===== config.mk =====
export PLATFORM = sky130hd
export DESIGN_NAME = mbs_fsk_sequencer
export DESIGN_NICKNAME = d
export VERILOG_FILES = /design/src/rtl/mbs_fsk_sequencer.sv
export SDC_FILE = /design/constraint.sdc
export NUM_CORES = 1
export LEC_CHECK = 0
export ABC_CLOCK_PERIOD_IN_PS = 3400
export BUFFER_PORTS_ARGS = -buffer_cell sky130_fd_sc_hd__buf_2
export CAP_MARGIN = 20
export CORE_MARGIN = 4
export CORE_UTILIZATION = 45
export DETAILED_ROUTE_END_ITERATION = 16
export PLACE_DENSITY = 0.66
export SETUP_SLACK_MARGIN = 0.15
export SYNTH_ARGS = -nofsm -noshare
export SYNTH_HDL_FRONTEND = slang
export SYNTH_SLANG_ARGS = --single-unit

===== constraint.sdc =====
create_clock -name clk -period 3.4 [get_ports clk]
set_clock_uncertainty 0.2 [all_clocks]
set_input_delay 0.51 -clock clk [delete_from_list [all_inputs] [get_ports clk]]
set_output_delay 0.51 -clock clk [all_outputs]
set_load 0.02 [all_outputs]

===== src/rtl/mbs_fsk_sequencer.sv =====
// Sequencer for the mbsFSK modulator: steps a maximal-length LFSR one bit per
// symbol, times each symbol with a down-counter and handles firmware start/stop.
module mbs_fsk_sequencer #(
  parameter int unsigned       LFSR_W = 5,
  parameter int unsigned       CNT_W  = 7,
  parameter int unsigned       NSYM_W = 8,
  parameter logic [LFSR_W-1:0] TAPS   = 5'b10100,
  parameter logic [LFSR_W-1:0] SEED   = 5'b00001
) (
  input  logic              clk,
  input  logic              rstb,
  input  logic              fw_rdy,
  input  logic              start,
  input  logic              stop,
  input  logic [CNT_W-1:0]  cfg_div,
  input  logic [NSYM_W-1:0] cfg_nsym,
  output logic              ready,
  output logic              busy,
  output logic              shift,
  output logic [LFSR_W-1:0] lfsr,
  output logic [CNT_W-1:0]  count,
  output logic              fsk_bit,
  output logic              done
);

  // An all-zero seed would lock the LFSR, so it is replaced by 1.
  localparam logic [LFSR_W-1:0] SEED_EFF = (SEED == '0) ? {{(LFSR_W-1){1'b0}}, 1'b1} : SEED;
  localparam logic [CNT_W-1:0]  CNT_ONE  = {{(CNT_W-1){1'b0}}, 1'b1};
  localparam logic [NSYM_W-1:0] SYM_ONE  = {{(NSYM_W-1){1'b0}}, 1'b1};

  typedef enum logic [1:0] {
    S_IDLE,
    S_RUN,
    S_STOPPING
  } state_e;

  state_e              state_q, state_d;
  logic [LFSR_W-1:0]   lfsr_q, lfsr_d;
  logic [CNT_W-1:0]    count_q, count_d;
  logic [CNT_W-1:0]    div_l_q, div_l_d;
  logic [NSYM_W-1:0]   nsym_l_q, nsym_l_d;
  logic [NSYM_W-1:0]   sym_cnt_q, sym_cnt_d;
  logic                stop_req_q, stop_req_d;
  logic                shift_q, shift_d;
  logic                done_q, done_d;
  logic                last_sym;
  logic                feedback;

  always_ff @(posedge clk) begin
    if (!rstb) begin
      state_q    <= S_IDLE;
      lfsr_q     <= SEED_EFF;
      count_q    <= '0;
      div_l_q    <= '0;
      nsym_l_q   <= '0;
      sym_cnt_q  <= '0;
      stop_req_q <= 1'b0;
      shift_q    <= 1'b0;
      done_q     <= 1'b0;
    end else begin
      state_q    <= state_d;
      lfsr_q     <= lfsr_d;
      count_q    <= count_d;
      div_l_q    <= div_l_d;
      nsym_l_q   <= nsym_l_d;
      sym_cnt_q  <= sym_cnt_d;
      stop_req_q <= stop_req_d;
      shift_q    <= shift_d;
      done_q     <= done_d;
    end
  end

  // A burst length of zero means the burst only ends by stop or abort.
  assign last_sym = (nsym_l_q != '0) && (sym_cnt_q == (nsym_l_q - SYM_ONE));
  assign feedback = ^(lfsr_q & TAPS);

  always_comb begin
    state_d    = state_q;
    lfsr_d     = lfsr_q;
    count_d    = count_q;
    div_l_d    = div_l_q;
    nsym_l_d   = nsym_l_q;
    sym_cnt_d  = sym_cnt_q;
    stop_req_d = stop_req_q;
    shift_d    = 1'b0;
    done_d     = 1'b0;
    unique case (state_q)
      S_IDLE: begin
        if (start && fw_rdy) begin
          div_l_d    = cfg_div;
          nsym_l_d   = cfg_nsym;
          lfsr_d     = SEED_EFF;
          count_d    = cfg_div;
          sym_cnt_d  = '0;
          stop_req_d = 1'b0;
          state_d    = S_RUN;
        end
      end
      S_RUN, S_STOPPING: begin
        if (!fw_rdy) begin
          state_d    = S_IDLE;
          count_d    = '0;
          stop_req_d = 1'b0;
        end else begin
          // A stop seen on a boundary cycle takes effect at the following boundary.
          if (stop) begin
            stop_req_d = 1'b1;
            state_d    = S_STOPPING;
          end
          if (count_q != '0) begin
            count_d = count_q - CNT_ONE;
          end else if (last_sym || stop_req_q) begin
            state_d    = S_IDLE;
            stop_req_d = 1'b0;
            done_d     = 1'b1;
          end else begin
            lfsr_d    = {lfsr_q[LFSR_W-2:0], feedback};
            count_d   = div_l_q;
            sym_cnt_d = sym_cnt_q + SYM_ONE;
            shift_d   = 1'b1;
          end
        end
      end
      default: state_d = S_IDLE;
    endcase
  end

  always_comb begin
    ready   = (state_q == S_IDLE);
    busy    = (state_q == S_RUN) || (state_q == S_STOPPING);
    fsk_bit = lfsr_q[0];
  end

  assign shift = shift_q;
  assign done  = done_q;
  assign lfsr  = lfsr_q;
  assign count = count_q;

endmodule


=== Word level (Yosys, flattened, before mapping) ===
Index checks and enable logic that the tools add are counted.

* Memories: 0
* Memory bits (read-only): 0
* RAM bits: 0
* Latch bits: 0
* Register bits after elaboration: 40
* Logic and storage cells: 67

* Add/subtract/negate cells: 3
* Reductions and logical operators: 15
* Multipliers: 0
* Bitwise logic cells: 3
* Divide/modulo/power cells: 0
* Multiplexer cells: 29
* Magnitude comparators: 0
* Equality and inequality tests: 8
* Shift operators: 0

{| class="wikitable"
|+ Operators by type and width
! kind !! number
|-
| 2-to-1 mux 8 bit || 4
|-
| 2-to-1 mux 7 bit || 4
|-
| 2-to-1 mux 5 bit || 4
|-
| one-hot mux 8 bit (2 select lines) || 1
|-
| one-hot mux 7 bit (2 select lines) || 1
|-
| 2-to-1 mux 2 bit || 5
|-
| one-hot mux 5 bit (2 select lines) || 1
|-
| adder 8 x 1 -> 8 bit, second input constant || 1
|-
| equality test 8 bit || 1
|-
| nonzero test 8 bit || 1
|-
| subtractor 8 x 1 -> 8 bit, second input constant || 1
|-
| 2-to-1 mux 1 bit || 7
|-
| nonzero test 7 bit || 1
|-
| subtractor 7 x 1 -> 7 bit, second input constant || 1
|-
| != test 2 bit, second input constant || 3
|-
| AND reduction 5 bit || 1
|-
| parity 5 bit || 1
|-
| != test 4 bit, second input constant || 1
|-
| one-hot mux 2 bit (2 select lines) || 1
|-
| AND reduction 2 bit || 2
|-
| OR reduction 4 bit || 1
|-
| NOT 1 bit || 3
|-
| AND reduction 3 bit || 1
|-
| equality test 2 x 1 -> 1 bit, second input constant || 1
|-
| 8 further kinds || 10
|}

=== Longest topological paths before layout ===
Gate-level depths: netlist of the first run.

* Word-level depth: 8
* Depth in mapped cells: 10
* Mapped depth without buffers: 9

=== Worst setup path before layout of the first run ===
OpenSTA, ideal clock, no wires.

* Path kind: register -> register
* Start: register nsym_l_q[0]
* End: register lfsr_q[0] (netlist: lfsr[0])
* Setup slack: 0.838 ns
* Buffers on the path: 0
* Setup time: 0.123 ns
* Clock period less this slack: 2.562 ns
* Data required time: 3.077 ns
* Arrival: 2.239 ns
* Cell stages (with the launch flop): 10
* Cell sequence: dfxtp_1 inv_1 ha_1 nor2b_1 a21o_1 a211oi_1 a2111oi_4 o211a_2 nor2_2 mux2_1

* Longest elaborated chain between the ends: 6
* Elaborated cells on any way between the ends: 7
* Those cells by class: add/sub: 1; eq/ne: 2; reduce/logical: 4

{| class="wikitable"
|+ Ends and longest elaborated chain
! item !! RTL line !! text
|-
| start: declaration || 41 || <nowiki>logic [NSYM_W-1:0] nsym_l_q, nsym_l_d;</nowiki>
|-
| start signal: assignment || 65 || <nowiki>nsym_l_q <= nsym_l_d;</nowiki>
|-
| subtractor 8 x 1 -> 8 bit || 74 || <nowiki>assign last_sym = (nsym_l_q != '0) && (sym_cnt_q == (nsym_l_q - SYM_ONE));</nowiki>
|-
| equality test 8 bit || 74 ||
|-
| logical AND 1 bit * || 74 ||
|-
| logical OR 1 bit * || 112 || <nowiki>end else if (last_sym || stop_req_q) begin</nowiki>
|-
| != test 2 bit (no source line) * || - ||
|-
| AND reduction 5 bit (no source line) * || - ||
|-
| end signal: assignment || 62 || <nowiki>lfsr_q <= lfsr_d;</nowiki>
|-
| end: declaration || 38 || <nowiki>logic [LFSR_W-1:0] lfsr_q, lfsr_d;</nowiki>
|}

Every way passes the cells marked *; elsewhere a longest branch is shown, timed or not.
A chain may end at the register's enable or synchronous reset.

=== Final worst setup path of the first run ===
* Start: register nsym_l_q[0]
* End: register count_q[4] (netlist: count[4])

* Longest elaborated chain between the ends: 6
* Elaborated cells on any way between the ends: 7
* Those cells by class: add/sub: 1; eq/ne: 2; reduce/logical: 4

{| class="wikitable"
|+ Ends and longest elaborated chain
! item !! RTL line !! text
|-
| subtractor 8 x 1 -> 8 bit || 74 ||
|-
| equality test 8 bit || 74 ||
|-
| logical AND 1 bit * || 74 ||
|-
| logical OR 1 bit * || 112 ||
|-
| != test 4 bit (no source line) * || - ||
|-
| AND reduction 3 bit (no source line) * || - ||
|-
| end signal: assignment || 63 || <nowiki>count_q <= count_d;</nowiki>
|-
| end: declaration || 39 || <nowiki>logic [CNT_W-1:0] count_q, count_d;</nowiki>
|}

Marked as above.

==> results.toml, run 1 <==
[status]
status = "finished, final reports clean"

[setup_path]
r2r_setup_slack_ns = 0.55
cp_data_required_time_ns = 3.43
crit_chain = "inv_1, ha_1, xnor2_1, a211oi_1, o21ai_0, a2111oi_4, a21oi_2, o31ai_4, mux2i_1"
crit_family = "compound AO/OA/AOI/OAI gates"
timing.critical_path.fanout_max = 7
endpoint_kind = "register"
worst-path-buf-inv = 1
critPathMaxStageDelay_ns = 0.50
path_class = "reg -> reg"
cp-start-kind = "register"
arrival_ns = 2.87
slowest_stage = "o31ai_4"

[cells_and_area]
drive_above_1_share = 0.167
nFillCells = 479
diodes = 0
fin_cells = 396
nets = 353
syn_to_final_growth_pct = 14.7

[drt]
wl_per_cell_um = 13.1
wl_met3_um = 251
wl_met2_um = 2260
vias = 2063
remaining_drc_errors = 0
highest_layer = "met4"
wl_met1_um = 2600
ant_nets = 0
dr.pass1.iters = 4
vias_per_cell = 5.21
drt-initial-drc-count = 108
wirelength_um = 5190

[placed_design]
numPortBuffers = 36
place_congestion = 0.816
place_inst = 388
dpl.hpwl_um = 3710

[synthesis]
syn_inst = 295
yosys-top-cells-area = "dfxtp_1 (35%), nand2_1 (11%), mux2i_1 (5.6%), a21boi_0 (5.2%), o21ai_0 (2.8%)"
synth-seq-area-share = 0.347
ys_async_sr_fraction = 0
ys_seq_elements = 40
synth.most_common_cell = "nand2_1"
synth_top_cell_by_area = "dfxtp_1"
synth_nets = 320
synth_top_cell_area_share = 0.347
syn_area_mm2 = 0.00231
avgSynthCellArea_um2 = 7.83
synth_edf_count = 0
yosys_warnings = 0
yosys-top-cells-count = "nand2_1 (66), dfxtp_1 (40), inv_1 (17)"
synth_cell_types = 47
ys.flop_type = "dfxtp_1"

[global_routing]
grt_pass1_vias = 1835
grt_max_degree = 37
gr-total-overflow = 0
antenna_found_initial = 0
grt_usage = 0.174
grt_pass1_wl_um = 8690

[sta]
worst_pin_slew_ns = 0.731
rsz0062_at_grt = "false"
setup_viol = 0
maxSlewViolCount = 0
tns_ns = 0
slew_headroom = 0.512
period_needed_ns = 2.85
max_clock_freq_ghz = 0.351
post-route-period-util = 0.837
hold_violations = 0

[worst_hold_path]
min_path_type = "in -> reg"

[floorplanning]
die_area_mm2 = 0.00634
io-pin-count = 37
num_rows = 25
die_w_um = 79.6
die_h_um = 79.6
start_util = 0.476
core-area_mm2 = 0.00485

[clock_network]
cts-resized-gates = 0
htreeDepth = 2
cts_root_buf = "clkbuf_8"
path_clk_slew_ns = 0.08
clock-sinks = 40
cts_tree = "done"
clockBufferDepth = 2
cts_buffers = 5
postCtsHoldBufs = 0
worstSkewPairLatency_ns = 0.30
post-cts-setup-buffers = 0

[pwr]
power_density_mw_per_mm2 = 606
power.leakage_nw = 1.08
p_total_mw = 1.61
irDropWorstVdd_mv = 0.272

[job]
drv_cap = 0
==> power by group <==
part	leakage, nW	internal [mW]	total (mW)	switching, mW
Sequential	0.325	0.519	0.575	0.0564
Clock	0.0541	0.217	0.395	0.178
Combinational	0.705	0.241	0.636	0.394
==> per-layer routing <==
metal  up-vias  global-route usage
met5         -                   0
met3         6              0.0418
met4         0              0.0567
li1       1088                   -
met2        40               0.266
met1       929               0.239
==> final cells by class <==
cell class / count / area, um^2 / area share
multi-input cells: 224 / 1380 / 0.521
repair buffers: 40 / 210 / 0.0793
clock inverters: 3 / 42.5 / 0.0161
well taps: 67 / 83.8 / 0.0316
flip-flops and latches: 40 / 801 / 0.302
clock buffers: 5 / 68.8 / 0.0260
inverters: 17 / 63.8 / 0.0241
==> final timing paths <==
kind,startpoint,end,cells past startpoint
hold reg to reg,div_l_q[0]$_SDFFE_PN0P_,div_l_q[0]$_SDFFE_PN0P_,2
setup reg to reg,nsym_l_q[0]$_SDFFE_PN0P_,count[4]$_SDFFE_PN0P_,9
setup / recovery,nsym_l_q[0]$_SDFFE_PN0P_,count[4]$_SDFFE_PN0P_,9
hold / removal,cfg_div[2],div_l_q[2]$_SDFFE_PN0P_,3
==> cells in the final DEF (no fill, tap or decap), types with 2 or more instances in the layout <==
master,n
nor2b_1,3
ha_1,5
and3_1,3
nand3_1,11
o31ai_1,2
dfxtp_1,40
nor3_1,6
buf_4,4
xnor2_1,7
nand4_1,2
buf_2,36
inv_1,17
o2111ai_1,2
o21ai_0,13
o22ai_1,4
xor2_1,5
clkbuf_8,5
nand2_1,66
o21ai_1,6
o21a_1,2
a211oi_1,4
mux2i_1,13
nor2_1,13
a21boi_0,16
or3_1,6
a21oi_1,12
nand2b_1,4
==> through the flow <==
step	util	setup WS, ns	hold WS, ns	area (um^2)
after floorplan	-	0.838	0.240	2310
after global placement	0.524	0.636	0.249	2540
after detailed placement	0.524	0.558	0.255	2540
after CTS	0.547	0.532	0.250	2650
after global routing	0.547	0.394	0.256	2650
final	0.547	0.553	0.261	2650
==> sequential cells by signal, indices dropped and copies added, names as in the netlist <==
register and count:
count 7, nsym_l_q 8, done 1, div_l_q 7, shift 1, sym_cnt_q 8, stop_req_q 1, lfsr 5
state_q 2
==> logic make-up after synthesis <==
logic type | share of synthesized area
buffers and inverters | 0.0558
xor gates and xnor gates | 0.0455
and+or+nand+nor | 0.249
AOI/OAI and AO/OA | 0.215
muxes | 0.0612
DFF | 0.347
adders and majority gates | 0.0271
==> worst reg2reg max path, cell delays in order (launching register included) <==
cell	delay (ns)
dfxtp_1	0.42
inv_1	0.07
ha_1	0.30
xnor2_1	0.12
a211oi_1	0.23
o21ai_0	0.19
a2111oi_4	0.35
a21oi_2	0.16
o31ai_4	0.50
mux2i_1	0.24
Note: power is estimated with default switching activity, not from simulation.
==> run 2: changes to the inputs <==
Settings changed: ABC_CLOCK_PERIOD_IN_PS 3400 to 2900.
Clock period 3.4 ns to 2.9 ns, I/O delays scaled along.
==> run 2 against run 1 <==
  * Final cell count is 0.76% higher
  * Non-clock buffer count is 3 higher
  * Maximum frequency is 10% higher
  * Critical path depth stayed put
  * Clock power is 4% lower
  * Via count is 1.7% higher
  * Sequential power is 18% higher
  * Sequential cell count stayed put
==> results.toml, run 2 (same netlist as run 1, synthesis figures left out) <==
[cells_and_area]
layout.cells.most_common_list = "nand2_1 (66), dfxtp_1 (38), buf_2 (36)"
layout_commonest_cell = "nand2_1"
reg_top3 = "nsym_l_q x8, sym_cnt_q x8"
diodes = 0
syn_to_final_growth_pct = 16.5
nFillCells = 486
nets = 356
drive_above_1_share = 0.184

[sta]
setup_viol = 0
tns_ns = 0
hold_violations = 0
period_needed_ns = 2.58
post-route-period-util = 0.891
max_clock_freq_ghz = 0.387
slew_headroom = 0.554
worst_pin_slew_ns = 0.663
rsz0062_at_grt = "false"
maxSlewViolCount = 0

[floorplanning]
die_h_um = 79.6
start_util = 0.476
io-pin-count = 37
num_rows = 25
die_w_um = 79.6
die_area_mm2 = 0.00634
core-area_mm2 = 0.00485

[setup_path]
r2r_setup_slack_ns = 0.32
cp-start-kind = "register"
reg2reg_to = "lfsr[0]$_SDFFE_PN1P_"
r2r_cells = 9
timing.critical_path.fanout_max = 12
arrival_ns = 2.56
cp_data_required_time_ns = 2.88
r2r_start = "nsym_l_q[0]$_SDFFE_PN0P_"
path_class = "reg -> reg"
endpoint_kind = "register"

[clock_network]
cts_root_buf = "clkbuf_8"
htreeDepth = 2
path_clk_slew_ns = 0.07
worstSkewPairLatency_ns = 0.29
postCtsHoldBufs = 0
clock-sinks = 40
clockBufferDepth = 2
post-cts-setup-buffers = 0
cts_tree = "done"
cts_buffers = 5

[worst_hold_path]
min-delay-start = "cfg_nsym[1]"
min_path_type = "in -> reg"
whs_endpoint = "nsym_l_q[1]$_SDFFE_PN0P_"
hold_depth = 3

[placed_design]
numPortBuffers = 36
dpl.hpwl_um = 3760
place_congestion = 0.780

[global_routing]
gr-total-overflow = 0
grt_usage = 0.171
grt_max_degree = 31
antenna_found_initial = 0
grt_pass1_vias = 1869
grt_pass1_wl_um = 8690

[drt]
vias_per_cell = 5.26
ant_nets = 0
drt-initial-drc-count = 73
wirelength_um = 5170
vias = 2098
wl_per_cell_um = 13.0
remaining_drc_errors = 0
dr.pass1.iters = 4

[pwr]
power.leakage_nw = 1.11
irDropWorstVdd_mv = 0.422
p_total_mw = 1.84
p_seq_frac = 0.369
intPower_mw = 1.11
power_switching_uw = 726
clockPowerShare = 0.206
pwr-share-comb = 0.425
p_sw_frac = 0.395
power_density_mw_per_mm2 = 683

[job]
drv_cap = 0

[status]
status = "finished, final reports clean"
run 2: worst max path at each step:
stage                        startpoint               endpoint  slack, ns  depth (start not counted)
2_1_floorplan  nsym_l_q[0]$_SDFFE_PN0P_   lfsr[0]$_SDFFE_PN1P_       0.34                          9
3_3_place_gp   nsym_l_q[0]$_SDFFE_PN0P_   lfsr[0]$_SDFFE_PN1P_       0.18                          9
3_5_place_dp   nsym_l_q[0]$_SDFFE_PN0P_   lfsr[0]$_SDFFE_PN1P_       0.15                          9
4_1_cts        nsym_l_q[0]$_SDFFE_PN0P_  count[5]$_SDFFE_PN0P_       0.15                         10
5_1_grt        nsym_l_q[0]$_SDFFE_PN0P_   lfsr[0]$_SDFFE_PN1P_       0.14                          9
6_report       nsym_l_q[0]$_SDFFE_PN0P_   lfsr[0]$_SDFFE_PN1P_       0.32                          9
run 2: metrics by stage:
step                       util  cell area [um^2]  hold slack (ns)  instances  setup WS (ns)
after CTS                 0.548              2660            0.184        399          0.150
after floorplan               -              2310            0.240        295          0.338
final                     0.555              2690            0.186        399          0.316
after detailed placement  0.528              2560            0.257        391          0.148
after global routing      0.555              2690            0.186        399          0.142
after global placement    0.528              2560            0.250        391          0.184
run 2: cell type report:
type / count / area, um^2 / share of cell area
Multi-Input combinational cell: 224 / 1410 / 0.525
Inverter: 17 / 63.8 / 0.0237
Timing Repair Buffer: 43 / 236 / 0.0879
Clock buffer: 8 / 90.1 / 0.0335
Tap cell: 67 / 83.8 / 0.0312
Sequential cell: 40 / 803 / 0.299
run 2: worst max-delay path: stages, from the launching register on:
cell and delay (ns):
dfxtp_2 0.38, inv_1 0.06, ha_1 0.26, nor2b_4 0.16
a21o_1 0.20, a211oi_2 0.29, a2111oi_4 0.10, o211a_4 0.20
nor2_2 0.28, mux2_1 0.35
run 2: timing repair:
item / in CTS / in global routing
resized for setup: 1 / 9
endpoints found under the setup margin: 1 / 12
gates cloned: 0 / 0
pin swaps: 0 / 2
run 2: per-layer routing:
layer  part of all wire  track usage  vias to the layer above
met3              0.041       0.0361                        6
met5                  0            0                        -
met2               0.46        0.273                       34
li1                   -            -                     1091
met1               0.49        0.234                      967
met4              0.011       0.0464                        0
run 2: power groups by stage:
| stage | clock, mW | sequential [mW] | combinational (mW) |
|---|---|---|---|
| finish | 0.379 | 0.678 | 0.781 |
| global route | 0.423 | 0.690 | 0.863 |
| CTS | 0.394 | 0.676 | 0.780 |
| detailed placement | 0 | 0.689 | 0.773 |
| global placement | 0 | 0.688 | 0.764 |
| floorplan | 0 | 0.712 | 0.537 |
